<file path="src/rtl/sevenseg_pkg.sv">
// Shared definitions for the seven-segment scan controller:
// segment bit positions and the hex-digit glyph table.
package sevenseg_pkg;

    typedef enum int {
        SEG_A  = 0,
        SEG_B  = 1,
        SEG_C  = 2,
        SEG_D  = 3,
        SEG_E  = 4,
        SEG_F  = 5,
        SEG_G  = 6,
        SEG_DP = 7
    } seg_pos_e;

    // Glyphs are active-high, bit SEG_A in bit 0 through SEG_G in bit 6.
    localparam logic [6:0] HEX_SEG_TABLE [16] = '{
        7'h3F, 7'h06, 7'h5B, 7'h4F, 7'h66, 7'h6D, 7'h7D, 7'h07,
        7'h7F, 7'h6F, 7'h77, 7'h7C, 7'h39, 7'h5E, 7'h79, 7'h71
    };

    function automatic logic [6:0] hex_to_seg(input logic [3:0] nibble);
        return HEX_SEG_TABLE[nibble];
    endfunction

endpackage

</file>
<file path="src/rtl/sevenseg_hex_decoder.sv">
// Combinational hex nibble to seven-segment glyph (active-high, a..g).
module sevenseg_hex_decoder
    import sevenseg_pkg::*;
(
    input  logic [3:0] nibble,
    output logic [6:0] seg
);

    assign seg[SEG_G:SEG_A] = hex_to_seg(nibble);

endmodule

</file>
<file path="src/rtl/sevenseg_scan_ctrl.sv">
// Multiplexed seven-segment controller: per-digit pattern store with masked
// raw/hex writes, time-multiplexed digit scan and per-slot PWM brightness.
module sevenseg_scan_ctrl
    import sevenseg_pkg::*;
#(
    parameter int N_DIGITS       = 8,
    parameter int SUB_DIV        = 8192,
    parameter int DIM_BITS       = 4,
    parameter bit SEG_ACTIVE_LOW = 1'b1,
    parameter bit AN_ACTIVE_LOW  = 1'b1
) (
    input  logic                  clock,
    input  logic                  reset,
    input  logic                  start_port,
    input  logic                  mode,
    input  logic [8*N_DIGITS-1:0] val,
    input  logic [8*N_DIGITS-1:0] mask,
    input  logic [DIM_BITS-1:0]   brightness,
    output logic                  done_port,
    output logic [7:0]            sseg_ca,
    output logic [N_DIGITS-1:0]   sseg_an
);

    localparam int SUB_W = (SUB_DIV > 1) ? $clog2(SUB_DIV) : 1;

    // XOR masks that turn active-high internal levels into pin polarity.
    localparam logic [7:0]          CA_POL = {8{SEG_ACTIVE_LOW}};
    localparam logic [N_DIGITS-1:0] AN_POL = {N_DIGITS{AN_ACTIVE_LOW}};

    logic [8*N_DIGITS-1:0] mem;
    logic [8*N_DIGITS-1:0] pattern;
    logic [SUB_W-1:0]      sub_cnt;
    logic [DIM_BITS-1:0]   phase;
    logic [DIM_BITS-1:0]   bright_q;
    logic [N_DIGITS-1:0]   index;
    logic                  sub_wrap;
    logic                  slot_wrap;
    logic                  slot_start;
    logic                  en;
    logic [7:0]            active_byte;

    for (genvar i = 0; i < N_DIGITS; i++) begin : g_digit
        logic [6:0] glyph;

        sevenseg_hex_decoder u_hex_decoder (
            .nibble (val[8*i +: 4]),
            .seg    (glyph)
        );

        assign pattern[8*i +: 8] = mode ? {val[8*i + SEG_DP], glyph} : val[8*i +: 8];
    end

    // NOTE: the pattern store is a plain flop vector, so clearing it on
    // reset is cheap and guarantees a blank display after power-up.
    always_ff @(posedge clock or negedge reset) begin
        if (!reset) begin
            mem       <= '0;
            done_port <= 1'b0;
        end else begin
            if (start_port) begin
                mem <= (mem & ~mask) | (pattern & mask);
            end
            done_port <= start_port;
        end
    end

    assign sub_wrap   = (sub_cnt == SUB_W'(SUB_DIV - 1));
    assign slot_wrap  = sub_wrap && (phase == '1);
    assign slot_start = (sub_cnt == '0) && (phase == '0);
    assign en         = (phase < bright_q);

    always_ff @(posedge clock or negedge reset) begin
        if (!reset) begin
            sub_cnt  <= '0;
            phase    <= '0;
            bright_q <= '0;
            index    <= N_DIGITS'(1);
        end else begin
            sub_cnt <= sub_wrap ? '0 : sub_cnt + SUB_W'(1);
            if (sub_wrap) begin
                phase <= phase + DIM_BITS'(1);
            end
            if (slot_start) begin
                bright_q <= brightness;
            end
            // Rotate-left expression also degenerates correctly for one digit.
            if (slot_wrap) begin
                index <= (index << 1) | (index >> (N_DIGITS - 1));
            end
        end
    end

    always_comb begin
        active_byte = '0;
        for (int i = 0; i < N_DIGITS; i++) begin
            if (index[i]) begin
                active_byte = active_byte | mem[8*i +: 8];
            end
        end
    end

    always_ff @(posedge clock or negedge reset) begin
        if (!reset) begin
            sseg_ca <= CA_POL;
            sseg_an <= AN_POL;
        end else begin
            sseg_ca <= (en ? active_byte : 8'h00) ^ CA_POL;
            sseg_an <= (en ? index : '0) ^ AN_POL;
        end
    end

endmodule

</file>
<file path="config.mk">
export PLATFORM = sky130hd
export DESIGN_NAME = sevenseg_scan_ctrl
export DESIGN_NICKNAME = d
export VERILOG_FILES = /design/src/rtl/sevenseg_pkg.sv /design/src/rtl/sevenseg_hex_decoder.sv /design/src/rtl/sevenseg_scan_ctrl.sv
export SDC_FILE = /design/constraint.sdc
export NUM_CORES = 1
export LEC_CHECK = 0
export CAP_MARGIN = 20
export CORE_MARGIN = 2
export CORE_UTILIZATION = 55
export CTS_CLUSTER_SIZE = 40
export DETAILED_ROUTE_END_ITERATION = 16
export PLACE_DENSITY = 0.84
export SETUP_SLACK_MARGIN = 0.05
export SLEW_MARGIN = 25
export SYNTH_ARGS = -nofsm -noshare
export SYNTH_HDL_FRONTEND = slang
export SYNTH_HIERARCHICAL = 1
export SYNTH_SLANG_ARGS = --single-unit
</file>
<file path="constraint.sdc">
create_clock -name clock -period 5.4 [get_ports clock]
set_input_delay 1.35 -clock clock [delete_from_list [all_inputs] [get_ports clock]]
set_output_delay 1.35 -clock clock [all_outputs]
set_load 0.05 [all_outputs]
</file>
### After elaboration in Yosys (flattened, before gate mapping)

Memories as Yosys holds them, arrays and structs flattened.
Index checks and enable logic that the tools add are counted.

* add/subtract/negate cells: 2
* muxes and demuxes: 35
* reduce and logical (&&, ||, !) cells: 4
* order comparisons: 9
* equality and inequality tests: 2
* bitwise logic cells: 22

Operators by type and width (count)
* 2-to-1 mux 7 bit: 24
* AND 64 bit: 2
* 2-to-1 mux 8 bit: 10
* NOT 64 bit: 1
* OR 64 bit: 1
* OR 8 bit: 7
* greater-or-equal comparator 5 bit (second input constant): 8
* NOT 4 -> 5 bit: 8
* NOT 8 bit: 2
* adder 13 x 1 -> 13 bit (second input constant): 1
* equality test 13 bit (second input constant): 1
* zero test 13 bit: 1
* 2-to-1 mux 13 bit: 1
* OR 8 x 1 -> 8 bit: 1
* adder 4 x 1 -> 4 bit (second input constant): 1
* equality test 4 bit (second input constant): 1
* zero test 4 bit: 1
* < comparator 4 bit: 1
* logical AND 1 bit: 2

* output and inout port bits: 17
* register bits after elaboration: 110
* memories: 8
* bits of input ports: 136
* memory bits (read-only): 896

Memories
* (no name shown): depth 16, bits a word 7, rd ports 1, clocked after Yosys merged registers in 0, write ports 0, RTL line sevenseg_pkg.sv:23 `return HEX_SEG_TABLE[nibble];`
* (no name shown): depth 16, bits a word 7, rd ports 1, clocked after Yosys merged registers in 0, write ports 0, RTL line sevenseg_pkg.sv:23
* (no name shown): depth 16, bits a word 7, rd ports 1, clocked after Yosys merged registers in 0, write ports 0, RTL line sevenseg_pkg.sv:23
* (no name shown): depth 16, bits a word 7, rd ports 1, clocked after Yosys merged registers in 0, write ports 0, RTL line sevenseg_pkg.sv:23
* (no name shown): depth 16, bits a word 7, rd ports 1, clocked after Yosys merged registers in 0, write ports 0, RTL line sevenseg_pkg.sv:23
* (no name shown): depth 16, bits a word 7, rd ports 1, clocked after Yosys merged registers in 0, write ports 0, RTL line sevenseg_pkg.sv:23
* +2 memories

### Depth between registers and ports, before layout

* depth after elaboration: 17
* gate-level depth with buffers: 6
* gate-level depth less buffers: 6

### Hierarchy

Netlist, hierarchy kept.

Modules (own cells, without submodules)
* sevenseg_scan_ctrl: area each 5183.7 µm², instances 1, cells an instance 463
* sevenseg_hex_decoder at g_digit[1].u_hex_decoder ...: area each 287.8 µm², instances 7, cells an instance 33
* sevenseg_hex_decoder at g_digit[0].u_hex_decoder: area each 282.8 µm², instances 1, cells an instance 33

### Worst setup path before layout

OpenSTA, ideal clock, no wires.

* path kind: input to register
* start: in val[32]
* end: reg (tool-made name)
* cell stages on the path: 5
* data required time: 5.259 ns
* path slack: 2.870 ns
* arrival: 2.389 ns
* cells stage by stage: inv_1 -> ha_1 -> mux4_1 -> mux2i_1 -> a31oi_1

RTL lines
* start: declaration: RTL line sevenseg_scan_ctrl.sv:16 `input logic [8*N_DIGITS-1:0] val,`

### Final worst setup path

* start: reg sseg_ca[3]
* end: out sseg_ca[3]

RTL lines
* start: declaration: RTL line sevenseg_scan_ctrl.sv:20 `output logic [7:0] sseg_ca,`
* start signal: assignment: RTL line sevenseg_scan_ctrl.sv:107 `sseg_ca <= (en ? active_byte : 8'h00) ^ CA_POL;`

No word-level cell between the ends.

==> reports/metrics.cfg <==
[floorplan]
dieArea_mm2=0.01455
core_mm2=0.01324
die_width_um=120.6
ioPinCount=153
num_rows=42
die_height_um=120.6
start_util_pct=56.49

[synthesis]
syn_inst=727
ys.flop_type=dfrtp_1
yosysWarnings=6
syn_area_mm2=0.007481
ys_ff_latch=110
async_flop_share_pct=100.0
synth_edf_count=0
synth_cell_types=46
syn_nets=926
synth.yosys.seq_area_share_pct=37.08
syn_area_per_cell_um2=10.29

[global_routing]
track_usage_pct=25.74
overflow=0
grt_pass1_wl_mm=29.87
antenna_found_initial=0
grt_pass1_vias=5941
grt_max_degree=74

[sta]
finClkSkew_ns=0.006174
hold_violations=0
fin_setup_tns_ns=0
setup_viol=0
tightestPinTransition_ns=0.9751
timing.final.max_slew_violations=0
rsz0062_at_grt=false
period_needed_ns=3.042
timing.hold.ws_ns=0.5162
timing.fmax_mhz=328.8
slew_headroom_pct=35.00
period_share_pct=56.33

[setup_path]
critPathMaxStageDelay_ns=0.82
crit_type=flop to primary output
worstPathArrival_ns=1.69
crit_slowest_cell=clkdlybuf4s50_1
crit_path_end_kind=primary output
worst-path-buf-inv=1
required_ns=4.05
start_kind=flop
path_cells=clkdlybuf4s50_1
crit_fanout=1
cpLargestDelayFamily=buffers and inverters

[route]
drt-wirelength-per-cell_um=17.99
drt_wl_total_mm=18.49
viasPerCell=5.940
first_pass_iters=5
drtIter0Drc=471
drc=0
detail-route-antenna-nets=0
vias=6106

[placed_design]
gp_congestion=0.8515
io_buffers=152
place_hpwl_mm=14.18

[cts]
cts_tree=yes
cts_inserted_buffers=9
clock_sinks=110
root_buffer=clkbuf_16
h-tree-depth=3
clk_latency_ns=0.34
clkTransAtPathRegs_ns=0.07
cts-hold-fix-buffers=0
clockBufferDepth=2
cts_resized=0
post-cts-setup-buffers=0

[hold_path]
hp-class=flop to flop

[finish]
layout-drive-gt1-share_pct=10.33
final_nets=1046
antennaDiodeCount=0
areaGrowthSynthToFinish_pct=23.97

[run_status]
outcome=completed

[power_and_ir_drop]
p_leak_nw=3.962
ir_worst_vdd_uv=165.9
p_per_area_mw_per_mm2=218.3

[run]
cap_violations=0

-- layer usage --
metal	up-vias	track usage [%]	wire length, µm
met2	220	44.35	9179
met4	0	6.831	361
met5	-	0	0
met1	2942	33.89	7941
li1	2920	-	-
met3	24	3.962	1006
-- synth_stat cells (2+ instances only) --
library cell,instances,area [µm²]
a21oi_1,80,400.4
a22oi_1,34,255.2
a31o_1,7,61.31
a31oi_1,56,350.3
and3_1,2,12.51
and4_1,2,17.52
buf_1,2,7.510
buf_2,14,70.07
buf_4,2,15.01
buf_6,9,101.4
clkbuf_1,20,75.07
dfrtp_1,93,2327
dfstp_2,17,446.7
ha_1,63,788.3
inv_1,48,180.2
mux2_1,8,90.09
mux2_2,36,405.4
mux2i_1,72,720.7
mux4_1,7,183.9
nand2_1,37,138.9
nand2b_1,9,56.30
nand3b_1,7,52.55
nand4_1,16,100.1
nor2_1,10,37.54
nor2b_1,10,62.56
nor3_1,15,75.07
nor4_1,2,12.51
o31a_2,7,70.07
o32a_1,7,70.07
or2b_1,7,52.55
xnor2_1,7,61.31
xor2_1,7,61.31
-- cell usage in the layout, fill, tap and decap left out, drive strengths merged, types with 3 or more instances in the layout --
cell type      count
or2b               7
nand2             37
a31oi             56
nand2b             9
inv               53
a31o               7
o31a               7
mux2i             72
clkbuf            10
mux2              44
dfstp             17
clkdlybuf4s50    149
dfrtp             93
nand3b             7
xnor2              7
mux4               8
a21oi             80
a22oi             34
xor2               7
nor4               3
buf                7
nand4             16
nor2b             10
ha                63
nor3              15
o32a               7
nor2              10
-- worst paths after layout --
kind	from	to	slack [ns]	depth (start not counted)
worst max-delay path	sseg_ca[3]	sseg_ca[3]	2.36	1
worst min-delay path	bright_q[1]	bright_q[1]	0.52	1
worst max register to register	sub_cnt[0]	index[2]	3.14	6
worst min register to register	bright_q[1]	bright_q[1]	0.52	1
max in group asynchronous	reset	asynchronous set/reset pin	3.26	2
min in group asynchronous	reset	bright_q[1]	1.12	1
-- layout make-up --
cell class	count	area, µm²
Clock buffer	10	250.2
Clock inverter	6	50.05
Fill cell	972	3969
Inverter	49	186.4
Multi-Input combinational cell	521	4252
Sequential cell	110	2774
Tap cell	176	220.2
Timing Repair Buffer	156	1541
-- report_power, final --
part	internal (mW)	total [mW]	switching, mW	leakage, nW
clock	0.349	0.653	0.304	0.152
combinational	0.220	0.413	0.193	2.56
sequential	0.897	0.958	0.0619	1.25
total	1.47	2.02	0.559	3.96
-- metrics by stage --
| step | power, mW | util [%] | std cells | cell area, µm² | worst slack [ns] |
|---|---|---|---|---|---|
| after floorplan | 1.178 | - | 727 | 7481 | 2.870 |
| after global placement | 1.364 | 67.76 | 1012 | 8974 | 2.188 |
| after detailed placement | 1.383 | 67.76 | 1012 | 8974 | 2.095 |
| after CTS | 2.033 | 70.03 | 1028 | 9274 | 2.343 |
| after global routing | 2.124 | 70.03 | 1028 | 9274 | 2.321 |
| final | 2.025 | 70.03 | 1028 | 9274 | 2.358 |
-- logic make-up (layout without fill, tap and decap cells) --
group           count (synthesis)  after routing  synth area share (%)
compound gates                196            196                 16.62
mux                           124            124                 19.02
simple gates                  124            124                 9.015
flops                         110            110                 37.08
buf+inv                        96            221                 6.088
fa+ha+maj                      63             63                 10.54
xor+xnor                       14             14                 1.639
Power figures use the tool's default switching activity.
